$ cat src/rtl/imem_loader_pkg.sv
// imem_loader_pkg -- definitions shared by the instruction fetch unit and the
// instruction-memory loader.
//   IMEM_ADDR_W / IMEM_DATA_W : default word-address and word widths
//   IMEM_DEPTH                : number of instruction words
//   imem_state_e              : loader FSM state encoding
//   len_is_legal()            : word-count range check for a load request
package imem_loader_pkg;

   localparam int IMEM_ADDR_W = 8;
   localparam int IMEM_DATA_W = 32;
   localparam int IMEM_DEPTH  = 256;

   typedef enum logic [1:0] {
      ST_IDLE  = 2'd0,
      ST_LOAD  = 2'd1,
      ST_WRITE = 2'd2,
      ST_DONE  = 2'd3
   } imem_state_e;

   // A load must cover at least one word and must not exceed the memory depth.
   function automatic logic len_is_legal(input int unsigned len, input int unsigned depth);
      return (len >= 32'd1) && (len <= depth);
   endfunction

endpackage

$ cat src/rtl/imem_word_packer.sv
// imem_word_packer -- assembles a big-endian instruction word from a byte stream.
//   clk, reset : system clock, synchronous active-high reset
//   clear      : drop any partial word and restart at the first byte
//   shift_en   : a byte is accepted this cycle
//   byte_in    : accepted byte
//   word       : assembled word (first byte ends up in the most significant byte)
//   last_byte  : the byte accepted this cycle completes the word
module imem_word_packer
   import imem_loader_pkg::*;
#(
   parameter int DATA_W = IMEM_DATA_W
) (
   input  logic              clk,
   input  logic              reset,
   input  logic              clear,
   input  logic              shift_en,
   input  logic [7:0]        byte_in,
   output logic [DATA_W-1:0] word,
   output logic              last_byte
);

   logic [DATA_W-1:0] word_q, word_d;
   logic [1:0]        cnt_q, cnt_d;

   // Shift each new byte in at the bottom so earlier bytes migrate toward the MSB.
   always_comb begin
      word_d = word_q;
      cnt_d  = cnt_q;
      if (clear) begin
         word_d = {DATA_W{1'b0}};
         cnt_d  = 2'd0;
      end else if (shift_en) begin
         word_d = {word_q[DATA_W-9:0], byte_in};
         cnt_d  = cnt_q + 2'd1;
      end else begin
         word_d = word_q;
         cnt_d  = cnt_q;
      end
   end

   // Packer state registers.
   always_ff @(posedge clk) begin
      if (reset) begin
         word_q <= {DATA_W{1'b0}};
         cnt_q  <= 2'd0;
      end else begin
         word_q <= word_d;
         cnt_q  <= cnt_d;
      end
   end

   assign word      = word_q;
   // The byte counter wraps to zero on its own once the word is full.
   assign last_byte = shift_en && (cnt_q == 2'd3);

endmodule

$ cat src/rtl/imem_loader.sv
// imem_loader -- streams a program byte stream into instruction memory while
// holding the CPU fetch unit.
//   start/len_words : begin a load of len_words words (1..2**ADDR_W)
//   abort           : cancel an active load (reported on error)
//   byte_data/valid/ready : byte stream handshake, big-endian within a word
//   mem_we/addr/wdata     : one write strobe per assembled word
//   cpu_hold, busy  : asserted whenever the loader is not idle
//   done, error     : one-cycle completion / failure pulses
module imem_loader
   import imem_loader_pkg::*;
#(
   parameter int ADDR_W = IMEM_ADDR_W,
   parameter int DATA_W = IMEM_DATA_W
) (
   input  logic              clk,
   input  logic              reset,
   input  logic              start,
   input  logic [ADDR_W:0]   len_words,
   input  logic              abort,
   input  logic [7:0]        byte_data,
   input  logic              byte_valid,
   output logic              byte_ready,
   output logic              mem_we,
   output logic [ADDR_W-1:0] mem_addr,
   output logic [DATA_W-1:0] mem_wdata,
   output logic              cpu_hold,
   output logic              busy,
   output logic              done,
   output logic              error
);

   localparam int unsigned DEPTH = 32'd1 << ADDR_W;

   imem_state_e       state_q, state_d;
   logic [ADDR_W:0]   len_q, len_d;
   logic [ADDR_W-1:0] wcnt_q, wcnt_d;
   logic              error_q, error_d;

   logic              pk_clear_s;
   logic              pk_shift_s;
   logic              pk_last_s;
   logic [DATA_W-1:0] pk_word_s;
   logic              last_word_s;

   imem_word_packer #(
      .DATA_W (DATA_W)
   ) u_packer (
      .clk       (clk),
      .reset     (reset),
      .clear     (pk_clear_s),
      .shift_en  (pk_shift_s),
      .byte_in   (byte_data),
      .word      (pk_word_s),
      .last_byte (pk_last_s)
   );

   // Comparing against len-1 keeps the word counter inside ADDR_W bits, so a
   // full-depth load ends at the top address instead of wrapping.
   assign last_word_s = ({1'b0, wcnt_q} == (len_q - {{ADDR_W{1'b0}}, 1'b1}));

   // Next-state, counter and packer-control logic; abort takes priority over
   // any byte accepted in the same cycle.
   always_comb begin
      state_d    = state_q;
      len_d      = len_q;
      wcnt_d     = wcnt_q;
      error_d    = 1'b0;
      pk_clear_s = 1'b0;
      pk_shift_s = 1'b0;
      case (state_q)
         ST_IDLE: begin
            if (start) begin
               if (len_is_legal(32'(len_words), DEPTH)) begin
                  len_d      = len_words;
                  wcnt_d     = {ADDR_W{1'b0}};
                  pk_clear_s = 1'b1;
                  state_d    = ST_LOAD;
               end else begin
                  error_d = 1'b1;
               end
            end else begin
               state_d = ST_IDLE;
            end
         end
         ST_LOAD: begin
            if (abort) begin
               error_d    = 1'b1;
               pk_clear_s = 1'b1;
               state_d    = ST_IDLE;
            end else if (byte_valid) begin
               pk_shift_s = 1'b1;
               if (pk_last_s) begin
                  state_d = ST_WRITE;
               end else begin
                  state_d = ST_LOAD;
               end
            end else begin
               state_d = ST_LOAD;
            end
         end
         ST_WRITE: begin
            if (abort) begin
               error_d    = 1'b1;
               pk_clear_s = 1'b1;
               state_d    = ST_IDLE;
            end else if (last_word_s) begin
               state_d = ST_DONE;
            end else begin
               wcnt_d  = wcnt_q + {{(ADDR_W-1){1'b0}}, 1'b1};
               state_d = ST_LOAD;
            end
         end
         ST_DONE: begin
            state_d = ST_IDLE;
         end
         default: begin
            state_d = ST_IDLE;
         end
      endcase
   end

   // Loader state registers.
   always_ff @(posedge clk) begin
      if (reset) begin
         state_q <= ST_IDLE;
         len_q   <= {(ADDR_W+1){1'b0}};
         wcnt_q  <= {ADDR_W{1'b0}};
         error_q <= 1'b0;
      end else begin
         state_q <= state_d;
         len_q   <= len_d;
         wcnt_q  <= wcnt_d;
         error_q <= error_d;
      end
   end

   // Outputs decode the registered state; reset masks them in the reset cycle
   // itself, and abort cancels the write strobe of the cycle it arrives in.
   assign byte_ready = !reset && (state_q == ST_LOAD);
   assign mem_we     = !reset && !abort && (state_q == ST_WRITE);
   assign mem_addr   = reset ? {ADDR_W{1'b0}} : wcnt_q;
   assign mem_wdata  = reset ? {DATA_W{1'b0}} : pk_word_s;
   assign busy       = !reset && (state_q != ST_IDLE);
   assign cpu_hold   = busy;
   assign done       = !reset && (state_q == ST_DONE);
   assign error      = !reset && error_q;

endmodule

$ cat config.mk
export PLATFORM = sky130hd
export DESIGN_NAME = imem_loader
export DESIGN_NICKNAME = d
export VERILOG_FILES = /design/src/rtl/imem_loader_pkg.sv /design/src/rtl/imem_word_packer.sv /design/src/rtl/imem_loader.sv
export SDC_FILE = /design/constraint.sdc
export NUM_CORES = 1
export LEC_CHECK = 0
export CAP_MARGIN = 40
export CORE_MARGIN = 5
export CORE_UTILIZATION = 49
export CTS_CLUSTER_DIAMETER = 80
export DETAILED_ROUTE_END_ITERATION = 16
export HOLD_SLACK_MARGIN = 0.15
export PLACE_DENSITY = 0.79
export REMOVE_ABC_BUFFERS = 1
export SYNTH_ARGS = -nofsm -noshare
export SYNTH_HDL_FRONTEND = slang
export SYNTH_SLANG_ARGS = --single-unit
$ cat constraint.sdc
create_clock -name clk -period 3 [get_ports clk]
set_input_delay 0.6 -clock clk [delete_from_list [all_inputs] [get_ports clk]]
set_output_delay 0.6 -clock clk [all_outputs]
set_load 0.02 [all_outputs]
==> results of run 1 <==
-- repair_timing --
action	4_1_cts	5_1_grt
hold endpoints to repair	0	0
setup endpoints to repair	0	2
gates resized for setup	0	1
hold buffers	0	0
-- layout by cell type, fill, tap and decap left out, types with 3 or more instances in the layout --
| cell type | instances |
|---|---|
| a21o_1 | 3 |
| a21oi_1 | 41 |
| buf_4 | 13 |
| clkbuf_8 | 5 |
| clkdlybuf4s50_1 | 66 |
| dfxtp_1 | 54 |
| ha_1 | 8 |
| inv_1 | 8 |
| mux2i_1 | 9 |
| nand2_1 | 74 |
| nand2b_1 | 3 |
| nand3_1 | 7 |
| nor2_1 | 17 |
| nor2b_1 | 43 |
| nor3_1 | 7 |
| o211ai_1 | 4 |
| o21ai_0 | 7 |
| or3_1 | 6 |
| or4_1 | 4 |
| xnor2_1 | 7 |
| xor2_1 | 6 |
-- cells in the mapped netlist, types with 2 or more instances --
master	number
a31oi_1	2
o21ai_0	8
and2_1	2
nor3_1	7
o211ai_1	4
dfxtp_1	54
nor2b_1	43
clkbuf_1	19
xnor2_1	7
nand3_1	7
a21oi_1	41
nand2_1	74
or3_1	6
ha_1	8
nand4_1	2
or4_1	4
a21o_1	3
inv_1	8
xor2_1	6
nand2b_1	3
mux2i_1	9
buf_2	2
nor2_1	18
-- where the power goes --
group          total, mW  internal, mW  switching, mW
clock              0.484         0.249          0.235
combinational      0.186        0.0920         0.0935
sequential         0.736         0.725         0.0110
-- routing by layer --
| metal | GRT usage [%] | vias to the layer above | share of wire [%] |
|---|---|---|---|
| li1 | - | 1316 | - |
| met5 | 0 | - | 0 |
| met3 | 6.214 | 0 | 7.2 |
| met4 | 4.317 | 0 | 0 |
| met1 | 21.75 | 1183 | 43 |
| met2 | 31.85 | 62 | 50 |
-- tightest hold or removal path, delay by kind of cell (launching register included) --
family,cells,cell delay (ns)
AOI/OAI and AO/OA,1,0.05
DFF,1,0.32
and+or+nand+nor,1,0.05
-- state kept, by name (all words and copies together), names as in the netlist --
name / cells
error_q: 1
len_q: 9
state_q: 2
u_packer.cnt_q: 2
u_packer.word: 32
wcnt_q: 8
-- logic make-up after synthesis --
family | synth area share [%]
buffers and inverters | 4.307
AO/OA/AOI/OAI | 13.60
XOR/XNOR | 4.125
adder cells (fa/ha/maj) | 3.627
AND/OR/NAND/NOR | 31.51
multiplexers | 3.672
flip-flops | 39.17
-- path summary, 6_finish.rpt --
check | from | to | slack (ns) | depth (start not counted)
setup / recovery | len_words[6] | wcnt_q[3]$_SDFFE_PP0P_ | 0.17 | 8
setup reg to reg | len_q[0]$_SDFFE_PP0P_ | wcnt_q[0]$_SDFFE_PP0P_ | 0.47 | 9
hold reg to reg | u_packer.word[30]$_SDFFE_PP0P_ | u_packer.word[30]$_SDFFE_PP0P_ | 0.45 | 2
hold / removal | u_packer.word[30]$_SDFFE_PP0P_ | u_packer.word[30]$_SDFFE_PP0P_ | 0.45 | 2
-- metrics by stage --
| stage | hold slack, ns | instances | cell area [sq um] | setup TNS (ns) |
|---|---|---|---|---|
| 3_5_place_dp | 0.4417 | 487 | 3571 | -2.794 |
| 5_1_grt | 0.4896 | 495 | 3681 | 0 |
| 6_report | 0.4543 | 495 | 3681 | 0 |
| 2_1_floorplan | 0.4318 | 333 | 2671 | -10.06 |
| 4_1_cts | 0.4553 | 495 | 3681 | 0 |
| 3_3_place_gp | 0.4381 | 486 | 3551 | -0.6417 |
-- layout make-up --
type	instances	share of cell area [%]
inverter	8	0.8158
clock inverter	2	1.020
timing repair buffer	82	21.82
tap	72	2.447
sequential	54	29.37
multi-input combinational	271	42.56
clock buffer	6	1.971
==> impl_metrics.csv, run 1 <==
group,metric,value,unit
synthesis,synth_top_area_share,39.17,%
power,p_per_area,381.9,mW/mm^2
die,rows,27,
worst_setup_path,max_stage_delay,0.55,ns
worst_setup_path,crit_type,"input pin to register",
die,die_w,85.06,microns
place,dp_hpwl,4.566,mm
final_layout,ff_latch_area,0.001081,sq mm
cts,cts_tree,"built",
synthesis,yosysTopAreaCell,"dfxtp_1",
timing,setup_viol,0,
final_layout,drive_gt1_share,7.329,%
final_layout,fin_util,66.85,%
timing,clock.fmax,353.5,MHz
drt,ant_nets,0,
die,coreArea,0.005507,sq mm
synthesis,yosysWarnings,0,
final_layout,multi_input_area,0.001567,sq mm
worst_hold_path,hp-class,"register to register",
drt,avgViaCountPerCell,5.174,
drt,num_vias,2561,
cts,clockBufferDepth,2,
synthesis,synth_edf_count,0,
cts,cts_inserted_buffers,5,
timing,slew_headroom,59.58,%
die,die_y,85.06,microns
grt,antenna_found_initial,0,
worst_setup_path,cp-end-kind,"register",
synthesis,syn_area_per_cell,7.775,sq um
die,ios,68,
timing,final_max_slew_viol_count,0,
worst_setup_path,cp_max_fo,3,
timing,hold_viol,0,
worst_setup_path,critPathBufInv,1,
flow_run,cap_violations,0,
synthesis,ys.flop_type,"dfxtp_1",
power,power,1.406,mW
cts,insertion_delay,0.30,ns
grt,grt_util_all_layers,18.35,%
cts,cts.sinks,54,
timing,layout_min_cycle_time,2.829,ns
worst_setup_path,arrival,3.08,ns
worst_setup_path,critPathSlowestCell,"or4_1",
timing,worst_pin_slew,0.6062,ns
place,gp_congestion,0.8330,
final_layout,nets,452,
synthesis,async_reset_ff_share,0,%
drt,drt_wl_total,6.467,mm
grt,grt_max_degree,50,
worst_setup_path,critPathLaunchType,"input pin",
die,start_util,50.12,%
cts,cts_setup_buffers,0,
cts,root_buffer,"clkbuf_8",
die,dieArea,0.007234,sq mm
synthesis,netlist_instances,355,
worst_setup_path,cp_common_cell,"or4_1",
synthesis,ys_seq_area_share,39.17,%
timing,setup_slack,0.1714,ns
drt,wl_per_cell,13.06,microns
timing,rsz0062_at_grt,"false",
power,vdd_drop_max,312.3,uV
synthesis,yosys.cell_types.count,41,
drt,first_pass_iters,4,
drt,drt_iter0_markers,100,
grt,grt_overflow_total,0,
cts,path_clk_slew,0.09,ns
cts,ctsHtreeMaxLevel,2,
worst_setup_path,path_delay_family,"simple AND/OR/NAND/NOR gates",
drt,drcViolationCount,0,
grt,grt_pass1_vias,2502,
place,io_buffers,67,
timing,finalCritPeriodShare,94.29,%
timing,skew,0.003278,ns
run_status,outcome,"finished, final reports clean",
grt,grt_pass1_wl,11.23,mm
place,dp_slack,-0.1419,ns
synthesis,synth_area,0.002760,sq mm
worst_setup_path,path_cells,"clkdlybuf4s50_1 > or4_1 > or3_1 > and2_4 > and3_4 > a21o_1 > or4_1 > nand2_1",
synthesis,ys_top_cells_by_area,"dfxtp_1 39%, nand2_1 10%, nor2b_1 9.7%",
final_layout,areaGrowthSynthToFinish,33.36,%
worst_setup_path,cp.required,3.25,ns
final_layout,fill_cells,472,
synthesis,ys_ff_latch,54,
power,p_leak,1.299,nW
final_layout,antenna_cells,0,
(Power assumes the default switching activity.)
==> run 2, diff against run 1 <==
CTS_CLUSTER_DIAMETER = default   (was 80)
==> results of run 2 <==
Final layout, timing and power as in run 1 (identical DEF).
==> RTL change 1, RTL diff (config.mk and constraints of run 1) <==
Re-encode `imem_state_e` (4 states) as one-hot, 4 bits wide.
--- a/src/rtl/imem_loader_pkg.sv
+++ b/src/rtl/imem_loader_pkg.sv
@@ -10,11 +10,11 @@
    localparam int IMEM_DATA_W = 32;
    localparam int IMEM_DEPTH  = 256;
 
-   typedef enum logic [1:0] {
-      ST_IDLE  = 2'd0,
-      ST_LOAD  = 2'd1,
-      ST_WRITE = 2'd2,
-      ST_DONE  = 2'd3
+   typedef enum logic [3:0] {
+      ST_IDLE  = 4'b0001,
+      ST_LOAD  = 4'b0010,
+      ST_WRITE = 4'b0100,
+      ST_DONE  = 4'b1000
    } imem_state_e;
 
    // A load must cover at least one word and must not exceed the memory depth.
Check against the original RTL: no difference found for any inputs over 10 cycles, from zero or initial values and one cycle with reset high; not proved beyond that.
==> RTL change 1 against run 1 <==
- routed wire length is 5.8% higher
- synthesized area up 4.7%
- power rose by 6.6%
- sequential cell count rose by 2
- register-to-register slack got worse by 0.08 ns
- count of clock-buffer cells in the layout shrank 1
- design area grew 1.5%
- cell count decreased by 0.20%
- maximum frequency rose by 4.1%
- sequential power rose by 6.7%
- worst setup slack gained 0.11 ns
- clock power fell by 2%
==> RTL change 1: results (changes against run 1) <==
status=finished, final reports clean; initial antenna violation count=0 (unchanged); Reg2Reg Depth=9 (unchanged); largest net degree at the start of global routing=48 (-4.0%); DRT Pass-1 Iters=5 (+1); proportion of netlist area held by the largest area contributor=0.388 (-0.00361); number of flip-flops in the largest register=32 (unchanged); crit-path max FO=4 (+1); Final nets=445 (-1.5%); DRT iter0 DRCs=105 (+5.0%); CTS resizes=0 (unchanged); Inserted Diodes=0 (unchanged); H-tree Lvls=2 (unchanged); worst clock skew=0.00591 ns (+0.00264 ns); worst vdd ir=262 uV (-16%); class of the worst hold path=flip-flop to flip-flop; NetSw=0.000387 W (+14%); number of CTS-inserted buffers=5 (unchanged); worst-case clock buffer depth=2 (unchanged); WL met2=3.29 mm (+2.3%); Syn. warnings=0 (unchanged); top cells by area, synth=dfxtp_1 39%, nand2_1 11%, nor2b_1 9.3%, a21oi_1 6.2%, nor2_1 3.5%; Top Metal Used=met4; met3 routed wirelength=600 um (+29%); pre-CTS setup slack=0.0293 ns (+0.171 ns); static leakage=1.26 nW (-2.6%); worst rel slew slack=0.434 (-0.162); DP HPWL=4.83 mm (+5.7%); placed insts=488 (+0.21%); Distinct cells, synth=51 (+24%); GRT Overall Usage=0.193 (+0.00925); vias=2614 (+2.1%); dpl cell area=3640 um^2 (+1.8%); Top FF cell, synth=dfxtp_1; grt met2 use=0.323 (+0.00448); global placement routability congestion=0.866 (+3.9%); proportion of layout cells with a drive suffix above 1=0.0621 (-0.0112); number of post-CTS setup repair buffers=0 (unchanged); arrival time at the worst endpoint=2.12 ns (-0.96 ns); Min-Delay Path Depth=2 (unchanged); met1 Track Usage GR=0.235 (+0.0172); root buf cell=clkbuf_8; wire length on met1=2.84 mm (+1.8%); sequential element share of the synthesized area=0.388 (-0.00361); global-route met3 utilization=0.0627 (+0.000602); DRC violations left=0 (unchanged); Post-synth ARST share=0 (unchanged); Cells after Synth=362 (+2.0%); drt via density=5.29 (+2.3%); Clk Latency, worst-skew pair=0.31 ns; top cells by count, synth=81 x nand2_1, 56 x dfxtp_1, 43 x nor2b_1; vias in the first global route=2540 (+1.5%); PortBufs=67 (unchanged); final-layout fill cell count=516 (+9.3%); CTS clk-pin slew, worst paths=0.09 ns (about the same); final WL=6.84 mm (+5.8%); first-pass GRT wire length=11.7 mm (+4.5%)
[RTL change 1: cell count changes in the layout (fill, tap and decap cells not counted), moves of 3 or more]
cell	before	now
nand2_1	74	81
o21ai_0	7	2
nor4_1	1	6
or3_1	6	3
nor3_1	7	2
ha_1	8	3
buf_4	13	6
nor2_1	17	27
inv_1	8	5
a21oi_1	41	36
[RTL change 1: cells by family after synthesis]
kind of cell             synth area share
AND/OR/NAND/NOR                     0.337
AO/OA/AOI/OAI                       0.125
XOR/XNOR                           0.0593
adder cells (fa/ha/maj)            0.0130
flip-flops                          0.388
multiplexers                       0.0312
buffers and inverters              0.0472
[RTL change 1: worst max-delay path, cell delays in order]
cell	delay, ns
clkdlybuf4s50_1	0.45
nand2b_2	0.26
nor2_1	0.18
clkdlybuf4s50_1	0.64
[RTL change 1: worst paths after layout]
path / start / to / slack (ns)
setup / recovery: abort / mem_we / 0.28
hold / removal: u_packer.word[25] / u_packer.word[25] / 0.45
setup reg to reg: len_q[0] / wcnt_q[7] / 0.39
hold reg to reg: u_packer.word[25] / u_packer.word[25] / 0.45
[RTL change 1: layout make-up]
cell class,count,area (um^2),share of cell area
clock buffers,5,68.8,0.0184
clock inverters,1,30.0,0.00804
inverters,5,18.8,0.00503
multi-input cells,276,1630,0.437
flip-flops and latches,56,1120,0.300
well taps,75,93.8,0.0251
repair buffers,76,771,0.206
[RTL change 1: power groups by stage]
stage	logic (W)	registers, W	clock network [W]
CTS	0.000238	0.000785	0.000487
floorplan	0.000143	0.000797	0
detailed placement	0.000236	0.000803	0
global route	0.000262	0.000789	0.000522
global placement	0.000233	0.000801	0
finish	0.000238	0.000785	0.000476
==> RTL change 2, RTL diff (flow settings as in run 1) <==
Made on the original files. `IMEM_DATA_W`: 32 -> 64.
--- a/src/rtl/imem_loader_pkg.sv
+++ b/src/rtl/imem_loader_pkg.sv
@@ -7,7 +7,7 @@
 package imem_loader_pkg;
 
    localparam int IMEM_ADDR_W = 8;
-   localparam int IMEM_DATA_W = 32;
+   localparam int IMEM_DATA_W = 64;
    localparam int IMEM_DEPTH  = 256;
 
    typedef enum logic [1:0] {
Ports: changed (resized mem_wdata); port bits go from 68 to 100. No check against the original RTL was run, so the function may have changed too.
==> RTL change 2 against run 1 <==
- routed wire length grew 61%
- synthesized area grew 50%
- design area grew 48%
- via count grew 53%
- worst setup slack gained 0.18 ns
- power grew 57%
- sequential cell count grew 32
- critical endpoint is now mem_we
- highest routed layer is now met4
==> RTL change 2: results (changes against run 1) <==
H-tree Lvls=3 (+1); Syn Area/Cell=7.59 um^2 (-2.3%); arrival time at the worst endpoint=2.05 ns (-1.03 ns); crit path capture=mem_we; sequential element share of the synthesized area=0.414 (+0.0228); WL met2=5.01 mm (+56%); worst reg2reg path endpoint=state_q[1]; Comb pwr share=0.092 (-0.040); Reg2Reg Depth=8 (-1); worst rel slew slack=0.565 (-0.0313); static leakage=1.81 nW (+39%); worst hold margin=0.457 ns (+0.00293 ns); Clk Latency, worst-skew pair=0.36 ns (+0.06 ns); top cells by count, synth=155 x nand2_1, 86 x dfxtp_1, 80 x a21oi_1; grt met2 use=0.328 (+0.00933); Setup crit start=state_q[0]; DP HPWL=7.25 mm (+59%); DRT iter0 DRCs=216 (+120%); status=finished, final reports clean; final WL=10.4 mm (+61%); wire per inst=14.1 um (+7.6%); R2R Setup Slk=0.42 ns (-0.05 ns); worst vdd ir=242 uV (-22%); Worst Hold Launch=u_packer.word[61]; first-pass GRT wire length=16.7 mm (+49%); placed insts=725 (+49%); worst clock skew=0.00613 ns (+0.00285 ns); GRT Overall Usage=0.200 (+0.0168)
-- RTL change 2: cell count changes in the layout (fill, tap and decap cells not counted), moves of 3 or more --
cell / run 1 / this run
nand2_1: 74 / 155
a21oi_1: 41 / 80
clkdlybuf4s50_1: 66 / 98
dfxtp_1: 54 / 86
nor2b_1: 43 / 75
nor2_1: 17 / 11
clkbuf_8: 5 / 9
o211ai_1: 4 / 0
xor2_1: 6 / 2
a21o_1: 3 / 0
buf_4: 13 / 10
mux2i_1: 9 / 6
o21ai_0: 7 / 10
-- RTL change 2: logic make-up after synthesis --
family,Yosys count,share of synthesized area
and+or+nand+nor,283,0.333
AOI/OAI and AO/OA,108,0.150
DFF,86,0.414
buffers and inverters,46,0.0431
xor gates and xnor gates,10,0.0211
adders and majority gates,8,0.0241
muxes,6,0.0145
-- RTL change 2: cell type report --
type,instances,area share
clock buffer,9,0.0227
clock inverter,7,0.0147
multi-input combinational,415,0.414
inverter,7,0.00481
sequential,86,0.315
timing repair buffer,112,0.205
tap,105,0.0240
